[config.mk]
export PLATFORM = sky130hd
export DESIGN_NAME = md_iter
export DESIGN_NICKNAME = d
export VERILOG_FILES = /design/src/rtl/md_iter_pkg.sv /design/src/rtl/md_core.sv /design/src/rtl/md_iter.sv
export SDC_FILE = /design/constraint.sdc
export NUM_CORES = 1
export LEC_CHECK = 0
export ABC_AREA = 0
export BUFFER_PORTS_ARGS = -buffer_cell sky130_fd_sc_hd__buf_2
export CORE_MARGIN = 1
export CORE_UTILIZATION = 60
export CTS_CLUSTER_DIAMETER = 30
export CTS_CLUSTER_SIZE = 12
export DETAILED_ROUTE_END_ITERATION = 16
export PLACE_DENSITY = 0.84
export SLEW_MARGIN = 0
export SYNTH_ARGS = -nofsm -noshare
export SYNTH_HDL_FRONTEND = slang
export SYNTH_SLANG_ARGS = --single-unit
export TNS_END_PERCENT = 100
[constraint.sdc]
create_clock -name clk -period 3.8 [get_ports clk]
set_input_delay 0.76 -clock clk [delete_from_list [all_inputs] [get_ports clk]]
set_output_delay 0.76 -clock clk [all_outputs]
set_load 0.01 [all_outputs]
[src/rtl/md_iter_pkg.sv]
// Shared op codes, FSM states and op-class helpers for the iterative mult/div unit.
// MD_MACC_EN adds the multiply-accumulate ops (MADD/MADDU/MSUB/MSUBU) to the multiply class.
package md_iter_pkg;

  localparam logic [3:0] OP_MULT  = 4'd0;
  localparam logic [3:0] OP_MULTU = 4'd1;
  localparam logic [3:0] OP_DIV   = 4'd2;
  localparam logic [3:0] OP_DIVU  = 4'd3;
  localparam logic [3:0] OP_MTHI  = 4'd4;
  localparam logic [3:0] OP_MTLO  = 4'd5;
  localparam logic [3:0] OP_MADD  = 4'd8;
  localparam logic [3:0] OP_MADDU = 4'd9;
  localparam logic [3:0] OP_MSUB  = 4'd10;
  localparam logic [3:0] OP_MSUBU = 4'd11;

  typedef enum logic [1:0] {
    S_IDLE = 2'd0,
    S_CALC = 2'd1,
    S_FIX  = 2'd2
  } state_t;

  function automatic logic op_is_div(input logic [3:0] code);
    return (code == OP_DIV) || (code == OP_DIVU);
  endfunction

  function automatic logic op_is_macc(input logic [3:0] code);
    return (code == OP_MADD) || (code == OP_MADDU) ||
           (code == OP_MSUB) || (code == OP_MSUBU);
  endfunction

  function automatic logic op_is_sub(input logic [3:0] code);
    return (code == OP_MSUB) || (code == OP_MSUBU);
  endfunction

  // Ops that run through the shift-add multiplier.
  function automatic logic op_is_mul(input logic [3:0] code);
`ifdef MD_MACC_EN
    return (code == OP_MULT) || (code == OP_MULTU) || op_is_macc(code);
`else
    return (code == OP_MULT) || (code == OP_MULTU);
`endif
  endfunction

  function automatic logic op_is_signed(input logic [3:0] code);
    return (code == OP_MULT) || (code == OP_DIV) ||
           (code == OP_MADD) || (code == OP_MSUB);
  endfunction

endpackage

[src/rtl/md_core.sv]
// One combinational step of the iterative datapath: a shift-add multiply bit
// or a restoring-divide bit, selected by div_mode.
module md_core #(
  parameter int WIDTH = 32
) (
  input  logic               div_mode,
  input  logic [2*WIDTH-1:0] acc,
  input  logic [WIDTH-1:0]   m,
  output logic [2*WIDTH-1:0] acc_next
);

  logic [WIDTH-1:0] addend;
  logic [WIDTH:0]   mul_sum;
  logic [WIDTH:0]   rem_sh;
  logic [WIDTH-1:0] diff;
  logic             fits;

  always_comb begin
    addend  = acc[0] ? m : {WIDTH{1'b0}};
    mul_sum = {1'b0, acc[2*WIDTH-1:WIDTH]} + {1'b0, addend};
    // Partial remainder picks up the next dividend bit from the quotient half.
    rem_sh  = {acc[2*WIDTH-1:WIDTH], acc[WIDTH-1]};
    fits    = (rem_sh >= {1'b0, m});
    // When the divisor fits, the true difference is below m, so W bits suffice.
    diff    = rem_sh[WIDTH-1:0] - m;
    if (div_mode) begin
      if (fits) acc_next = {diff, acc[WIDTH-2:0], 1'b1};
      else      acc_next = {rem_sh[WIDTH-1:0], acc[WIDTH-2:0], 1'b0};
    end else begin
      acc_next = {mul_sum, acc[WIDTH-1:1]};
    end
  end

endmodule

[src/rtl/md_iter.sv]
// Iterative multiply/divide unit with HI/LO registers, one result bit per cycle.
// Define MD_MACC_EN to add MADD/MADDU/MSUB/MSUBU accumulation into {hi,lo}.
module md_iter
  import md_iter_pkg::*;
#(
  parameter  int WIDTH = 32,
  localparam int CNT_W = $clog2(WIDTH) + 1
) (
  input  logic             clk,
  input  logic             rst,
  input  logic             start,
  input  logic [3:0]       op,
  input  logic [WIDTH-1:0] a,
  input  logic [WIDTH-1:0] b,
  output logic             busy,
  output logic             done,
  output logic             dz,
  output logic [WIDTH-1:0] hi,
  output logic [WIDTH-1:0] lo
);

  state_t             state_reg, state_next;
  logic [CNT_W-1:0]   count_reg;
  logic [3:0]         op_reg;
  logic               neg_p_reg, neg_r_reg;
  logic [WIDTH-1:0]   m_reg, hi_reg, lo_reg;
  logic [2*WIDTH-1:0] acc_reg, acc_step;
  logic               done_reg, dz_reg;

  logic               iter_accept, mt_accept, last_iter, signed_op;
  logic [WIDTH-1:0]   mag_a, mag_b;
  logic [2*WIDTH-1:0] prod;
  logic [WIDTH-1:0]   quot, rem, hi_fix, lo_fix;
  logic               dz_fix;

  assign iter_accept = (state_reg == S_IDLE) && start && (op_is_mul(op) || op_is_div(op));
  assign mt_accept   = (state_reg == S_IDLE) && start && ((op == OP_MTHI) || (op == OP_MTLO));
  assign last_iter   = (count_reg == CNT_W'(WIDTH - 1));
  assign signed_op   = op_is_signed(op);
  assign mag_a       = (signed_op && a[WIDTH-1]) ? -a : a;
  assign mag_b       = (signed_op && b[WIDTH-1]) ? -b : b;

  md_core #(.WIDTH(WIDTH)) u_core (
    .div_mode (op_is_div(op_reg)),
    .acc      (acc_reg),
    .m        (m_reg),
    .acc_next (acc_step)
  );

  always_ff @(posedge clk or negedge rst) begin
    if (!rst) state_reg <= S_IDLE;
    else      state_reg <= state_next;
  end

  always_comb begin
    state_next = state_reg;
    case (state_reg)
      S_IDLE:  if (iter_accept) state_next = S_CALC;
      S_CALC:  if (last_iter)   state_next = S_FIX;
      S_FIX:   state_next = S_IDLE;
      default: state_next = S_IDLE;
    endcase
  end

  // Sign correction and result selection applied in FIX.
  always_comb begin
    prod   = neg_p_reg ? -acc_reg : acc_reg;
    quot   = neg_p_reg ? -acc_reg[WIDTH-1:0] : acc_reg[WIDTH-1:0];
    rem    = neg_r_reg ? -acc_reg[2*WIDTH-1:WIDTH] : acc_reg[2*WIDTH-1:WIDTH];
    dz_fix = op_is_div(op_reg) && (m_reg == {WIDTH{1'b0}});
    hi_fix = hi_reg;
    lo_fix = lo_reg;
    if (op_is_div(op_reg)) begin
      // With a zero divisor every quotient bit sets and the remainder is |a|,
      // so re-signing it hands back the original dividend.
      lo_fix = dz_fix ? {WIDTH{1'b1}} : quot;
      hi_fix = rem;
    end
`ifdef MD_MACC_EN
    else if (op_is_macc(op_reg)) begin
      if (op_is_sub(op_reg)) {hi_fix, lo_fix} = {hi_reg, lo_reg} - prod;
      else                   {hi_fix, lo_fix} = {hi_reg, lo_reg} + prod;
    end
`endif
    else begin
      {hi_fix, lo_fix} = prod;
    end
  end

  always_ff @(posedge clk or negedge rst) begin
    if (!rst) begin
      count_reg <= '0;
      op_reg    <= '0;
      neg_p_reg <= 1'b0;
      neg_r_reg <= 1'b0;
      m_reg     <= '0;
      acc_reg   <= '0;
      hi_reg    <= '0;
      lo_reg    <= '0;
      done_reg  <= 1'b0;
      dz_reg    <= 1'b0;
    end else begin
      done_reg <= 1'b0;
      if (iter_accept) begin
        op_reg    <= op;
        count_reg <= '0;
        dz_reg    <= 1'b0;
        neg_p_reg <= signed_op && (a[WIDTH-1] ^ b[WIDTH-1]);
        neg_r_reg <= signed_op && a[WIDTH-1];
        // Divide keeps the divisor in m; multiply keeps the multiplicand there.
        if (op_is_div(op)) begin
          m_reg   <= mag_b;
          acc_reg <= {{WIDTH{1'b0}}, mag_a};
        end else begin
          m_reg   <= mag_a;
          acc_reg <= {{WIDTH{1'b0}}, mag_b};
        end
      end else if (mt_accept) begin
        if (op == OP_MTHI) hi_reg <= a;
        else               lo_reg <= a;
        dz_reg   <= 1'b0;
        done_reg <= 1'b1;
      end
      if (state_reg == S_CALC) begin
        acc_reg   <= acc_step;
        count_reg <= count_reg + CNT_W'(1);
      end
      if (state_reg == S_FIX) begin
        hi_reg   <= hi_fix;
        lo_reg   <= lo_fix;
        dz_reg   <= dz_fix;
        done_reg <= 1'b1;
      end
    end
  end

  assign busy = (state_reg != S_IDLE);
  assign done = done_reg;
  assign dz   = dz_reg;
  assign hi   = hi_reg;
  assign lo   = lo_reg;

endmodule

Word level (Yosys, flattened, before mapping)
Index checks and enable logic that the tools add are counted.

word-level totals
  input bits = 71
  bits in read-only memories = 0
  output and inout port bits = 67
  logic and storage cells = 97
  bits in writable memories = 0
  memories = 0
  latch bits = 0
  register bits = 176

operators by class
  eq/ne operators = 16
  bitwise operators = 1
  magnitude comparators = 1
  multipliers = 0
  reduce and logical (&&, ||, !) cells = 26
  divide/modulo/power cells = 0
  mux-type cells = 34
  shift-type cells = 0
  add/subtract/negate cells = 8

operators with widths
  kind                 count
  $mux 32              18
  $mux 64              5
  $neg 32->32          4
  $neg 64->64          1
  $add 32x32->33       1
  $ge 33x32->1         1
  $logic_not 32->1     1
  $sub 32x32->32       1
  $eq 4x2->1 const B   4
  $mux 6               2
  $eq 4x3->1 const B   2
  $eq 4x4->1 const B   2
  $logic_or 1x1->1     8
  $reduce_bool 2->1    4
  $logic_and 1x1->1    7
  $add 6x1->6 const B  1
  $eq 6x5->1 const B   1
  $mux 1               6
  $reduce_and 3->1     2
  $eq 4x1->1 const B   1
  $logic_not 4->1      1
  $mux 2               2
  $ne 2x1->1 const B   2
  $ne 2x2->1 const B   2
  7 further kinds      7

Longest topological paths before layout
  depth in word-level cells = 9
  depth in mapped cells = 15
  mapped depth without buffers = 13

By module
From an unflattened synthesis, not the netlist that was laid out.

unflattened totals
  cells, all modules = 1,994
  area, all modules = 15,446.1 um^2

by module, submodules not included
  module   cells each  instances  sequential area each (um^2)  area each (um^2)
  md_iter  1,293       1          4,379.2                      10,717.8
  md_core  701         1          0.0                          4,728.3

Least setup slack after synthesis
Ideal clock, no wire load.

  path kind = flip-flop to flip-flop
  start point = register acc_reg[0]
  end point = register acc_reg[59]
  arrival time = 2,910 ps
  stages on the path, launching flop included = 15
  clock period less this slack = 3,032 ps
  data required time = 3,678 ps
  setup time = 122 ps
  path buffers = 2
  setup slack = 768 ps
  cell sequence = dfrtp_1 > inv_1 > clkbuf_1 > nor2_1 > ha_1 > and3_1 > clkbuf_1 > and3_1 > o211ai_1 > a21oi_1 > o31a_1 > a21oi_1 > xor2_1 > a22oi_1 > a32o_1

between the ends
  cells in the longest elaborated chain, start to end = 4

ends and longest elaborated chain
  item                    RTL line        text
  from (decl)             md_iter.sv:27   logic [2*WIDTH-1:0] acc_reg, acc_step;
  from (signal assigned)  md_iter.sv:113  acc_reg <= {{WIDTH{1'b0}}, mag_a};
  from (signal assigned)  md_iter.sv:116  acc_reg <= {{WIDTH{1'b0}}, mag_b};
  from (signal assigned)  md_iter.sv:125  acc_reg <= acc_step;
  $mux 32                 md_core.sv:19   addend = acc[0] ? m : {WIDTH{1'b0}};
  $add 32x32->33          md_core.sv:20   mul_sum = {1'b0, acc[2*WIDTH-1:WIDTH]} + {1'b0, addend};
  $mux 64                 md_core.sv:26   if (div_mode) begin
  $mux 64                 md_iter.sv:124  if (state_reg == S_CALC) begin

Every way passes these cells.
A chain may end at the register's enable or synchronous reset.

Worst setup path in the final report
Same ends and word-level chain as after synthesis.

==> results_dict.tcl <==
set metrics [dict create \
    largest_reg_flops 64 \
    io_buffers 137 \
    cts_resized 0 \
    cts_max_level 4 \
    ir_drop_v 0.000643 \
    drive_gt1_share_pct 14.3 \
    maxCapViolCount 0 \
    r2r_cells 13 \
    synthToLayoutAreaGrowth_pct 13.7 \
    netlist_instances 1971 \
    syn_nets 2113 \
    synthFlopType "dfrtp_1" \
    yosysWarnings 0 \
    min_path_type "input port to asynchronous set/reset pin" \
    ys_async_sr_fraction_pct 100 \
    power_frac_seq_pct 21.2 \
    ant_nets 0 \
    grt_pass1_vias 15400 \
    ctsHoldBuffers 0 \
    avgSynthCellArea_um2 7.67 \
    tightest_slew_ns 0.927 \
    rrSetupSlack_ns 0.22 \
    antenna_found_initial 1 \
    hold_viol 0 \
    route.vias.total 16800 \
    wl_per_cell_um 24.4 \
    drc 0 \
    place_congestion 1.03 \
    post-cts-setup-buffers 0 \
    setup-violations-final 0 \
    netlist_area_mm2 0.0151 \
    dp_cells 2408 \
    dpl_worst_slack_ns 0.417 \
    die_w_um 161 \
    power.density_mw_per_mm2 861 \
    antenna_cells 0 \
    pwr-share-clk_pct 13.2 \
    fin_crit_sh_pct 94.3 \
    die-area_mm2 0.0258 \
    grt_start_max_net_pins 82 \
    core_mm2 0.0245 \
    slew_violations 0 \
    cp.required_ns 4.14 \
    clockBufferDepth 2 \
    die_h_um 161 \
    clock_sinks 175 \
    clock_skew_ns 0.0169 \
    max_slew_margin_pct 37.6 \
    ys_seq_elements 175 \
    intPower_mw 7.27 \
    start_kind "flip-flop" \
    grt_pass1_wl_mm 90.2 \
    fin_ws_ns 0.218 \
    placementRows 57 \
    grt_use_met1_pct 61.9 \
    grt_overflow_total 0 \
    p_comb_share_pct 65.6 \
    r2r-start "acc_reg[0]$_DFFE_PN0P_" \
    busiest_layer "met2" \
    dp_hpwl_mm 45.7 \
    stdcell_count 2440 \
    ys_types 75 \
    rr_endpoint "acc_reg[59]$_DFFE_PN0P_" \
    fin_crit_ns 3.58 \
    max_freq_mhz 279 \
    critPathArrivalTime_ns 3.92 \
    grt_util_met3_pct 12.4 \
    clkSlewWorstSetupHoldPaths_ns 0.08 \
    hold_ws_ns 0.379 \
    layout.nets 2245 \
    tritoncts "yes" \
    drtIter0Drc 2553 \
    drt-total-wl_mm 59.6 \
    rsz0062_at_grt "no" \
    cts-buffers-inserted 17 \
    crit_fanout 11 \
    endpoint_kind "flip-flop" \
    vias_per_cell 6.88 \
    path_class "flip-flop to flip-flop" \
    ys_seq_area_share_pct 29.0 \
    start_util_pct 61.6 \
    status "complete, no violations" \
    cts-root-buf "clkbuf_16" \
    p_leak_nw 7.38 \
    power_switching_mw 7.53 \
    clock_latency_ns 0.45 \
    tns_ns 0 \
    netSwitchingFraction_pct 50.9 \
    dr.pass1.iters 6 \
    grt_use_met2_pct 66.9 \
    synth_edf_count 0 \
    gr-usage-all-layers_pct 45.9 \
    io_pins 138 \
]
==> worst max path at each step <==
| stage | start | end |
|---|---|---|
| 2_1_floorplan | acc_reg[0]$_DFFE_PN0P_ | acc_reg[59]$_DFFE_PN0P_ |
| 3_3_place_gp | a[8] | acc_reg[17]$_DFFE_PN0P_ |
| 3_5_place_dp | b[10] | m_reg[29]$_DFFE_PN0P_ |
| 4_1_cts | acc_reg[0]$_DFFE_PN0P_ | acc_reg[62]$_DFFE_PN0P_ |
| 5_1_grt | acc_reg[0]$_DFFE_PN0P_ | acc_reg[62]$_DFFE_PN0P_ |
| 6_report | acc_reg[0]$_DFFE_PN0P_ | acc_reg[59]$_DFFE_PN0P_ |
==> power groups by stage <==
| stage | clock, mW | combinational [mW] | sequential (mW) |
|---|---|---|---|
| floorplan | 0 | 6.22 | 2.99 |
| detailed placement | 0 | 9.31 | 3.10 |
| global placement | 0 | 9.20 | 3.08 |
| finish | 1.95 | 9.71 | 3.13 |
| global route | 2.00 | 10.4 | 3.15 |
| CTS | 1.93 | 9.37 | 3.07 |
==> cells by family (layout without fill, tap and decap cells) <==
kind of cell	count (synthesis)	count (layout)	share of synthesized area, %
AOI/OAI and AO/OA	683	683	28.9
xor gates and xnor gates	177	177	10.3
adders and majority gates	71	71	5.97
buffers and inverters	183	328	4.76
DFF	175	175	29.0
muxes	16	16	1.07
and+or+nand+nor	666	666	20.1
==> layer usage <==
layer | up-vias | wire length (µm)
li1 | 7413 | -
met1 | 7874 | 23100
met2 | 1273 | 24500
met3 | 238 | 8330
met4 | 0 | 3720
met5 | - | 0
==> per-stage QoR <==
| step | util (%) | area (µm²) | total power, mW |
|---|---|---|---|
| floorplan | - | 15100 | 9.21 |
| global placement | 67.5 | 16600 | 12.3 |
| detailed placement | 67.5 | 16600 | 12.4 |
| CTS | 70.1 | 17200 | 14.4 |
| global route | 70.1 | 17200 | 15.6 |
| finish | 70.1 | 17200 | 14.8 |
==> critical path, stage by stage (launching register included) <==
cell	delay, ns
dfrtp_1	0.44
inv_1	0.13
buf_4	0.21
nor2_1	0.29
ha_1	0.37
and3_1	0.29
and3_1	0.22
o211ai_1	0.16
a21oi_1	0.20
o31a_1	0.37
a21oi_1	0.22
xor2_1	0.17
a22oi_1	0.10
a32o_1	0.29
==> synth_stat cells (13+ instances only) <==
master | instances | area share, %
clkbuf_1 | 106 | 2.6
nand2_1 | 242 | 6.0
dfrtp_1 | 175 | 29
and2_1 | 14 | 0.58
o21a_1 | 13 | 0.65
a22oi_1 | 17 | 0.84
a31oi_1 | 60 | 2.5
xor2_1 | 101 | 5.8
and3_1 | 15 | 0.62
nor4_1 | 29 | 1.2
nand2b_1 | 14 | 0.58
a21oi_1 | 152 | 5.0
ha_1 | 69 | 5.7
mux2i_1 | 15 | 0.99
nor2_1 | 209 | 5.2
o211ai_1 | 31 | 1.5
a21o_1 | 37 | 1.8
a211oi_1 | 54 | 2.7
nand4_1 | 17 | 0.70
or3_1 | 17 | 0.70
nand3_1 | 33 | 1.1
xnor2_1 | 76 | 4.4
o21ai_0 | 175 | 5.8
o22a_1 | 29 | 1.7
inv_1 | 54 | 1.3
nor3_1 | 29 | 0.96
o31ai_1 | 25 | 1.2
==> cells in the final DEF, fill, tap and decap left out, drive strengths merged, types with 10 or more instances in the layout <==
cell and instances:
a211oi 54, a21boi 10, a21o 37, a21oi 152, a22oi 17, a31oi 60, and2 16, and3 15
buf 242, clkbuf 17, dfrtp 175, ha 69, inv 63, mux2i 15, nand2 242, nand2b 14
nand3 33, nand4 17, nor2 210, nor2b 12, nor3 32, nor4 31, o211ai 31, o21a 13
o21ai 178, o22a 29, o22ai 12, o31ai 25, o41ai 12, or3 17, or4 11, xnor2 76
xor2 101
==> cell type report <==
class | instances | area, µm²
timing repair buffer | 242 | 1520
multi-input combinational | 1613 | 10100
fill | 2062 | 7350
sequential | 175 | 4380
tap | 324 | 405
inverter | 54 | 203
clock inverter | 15 | 191
clock buffer | 17 | 425
(Power assumes the default switching activity.)
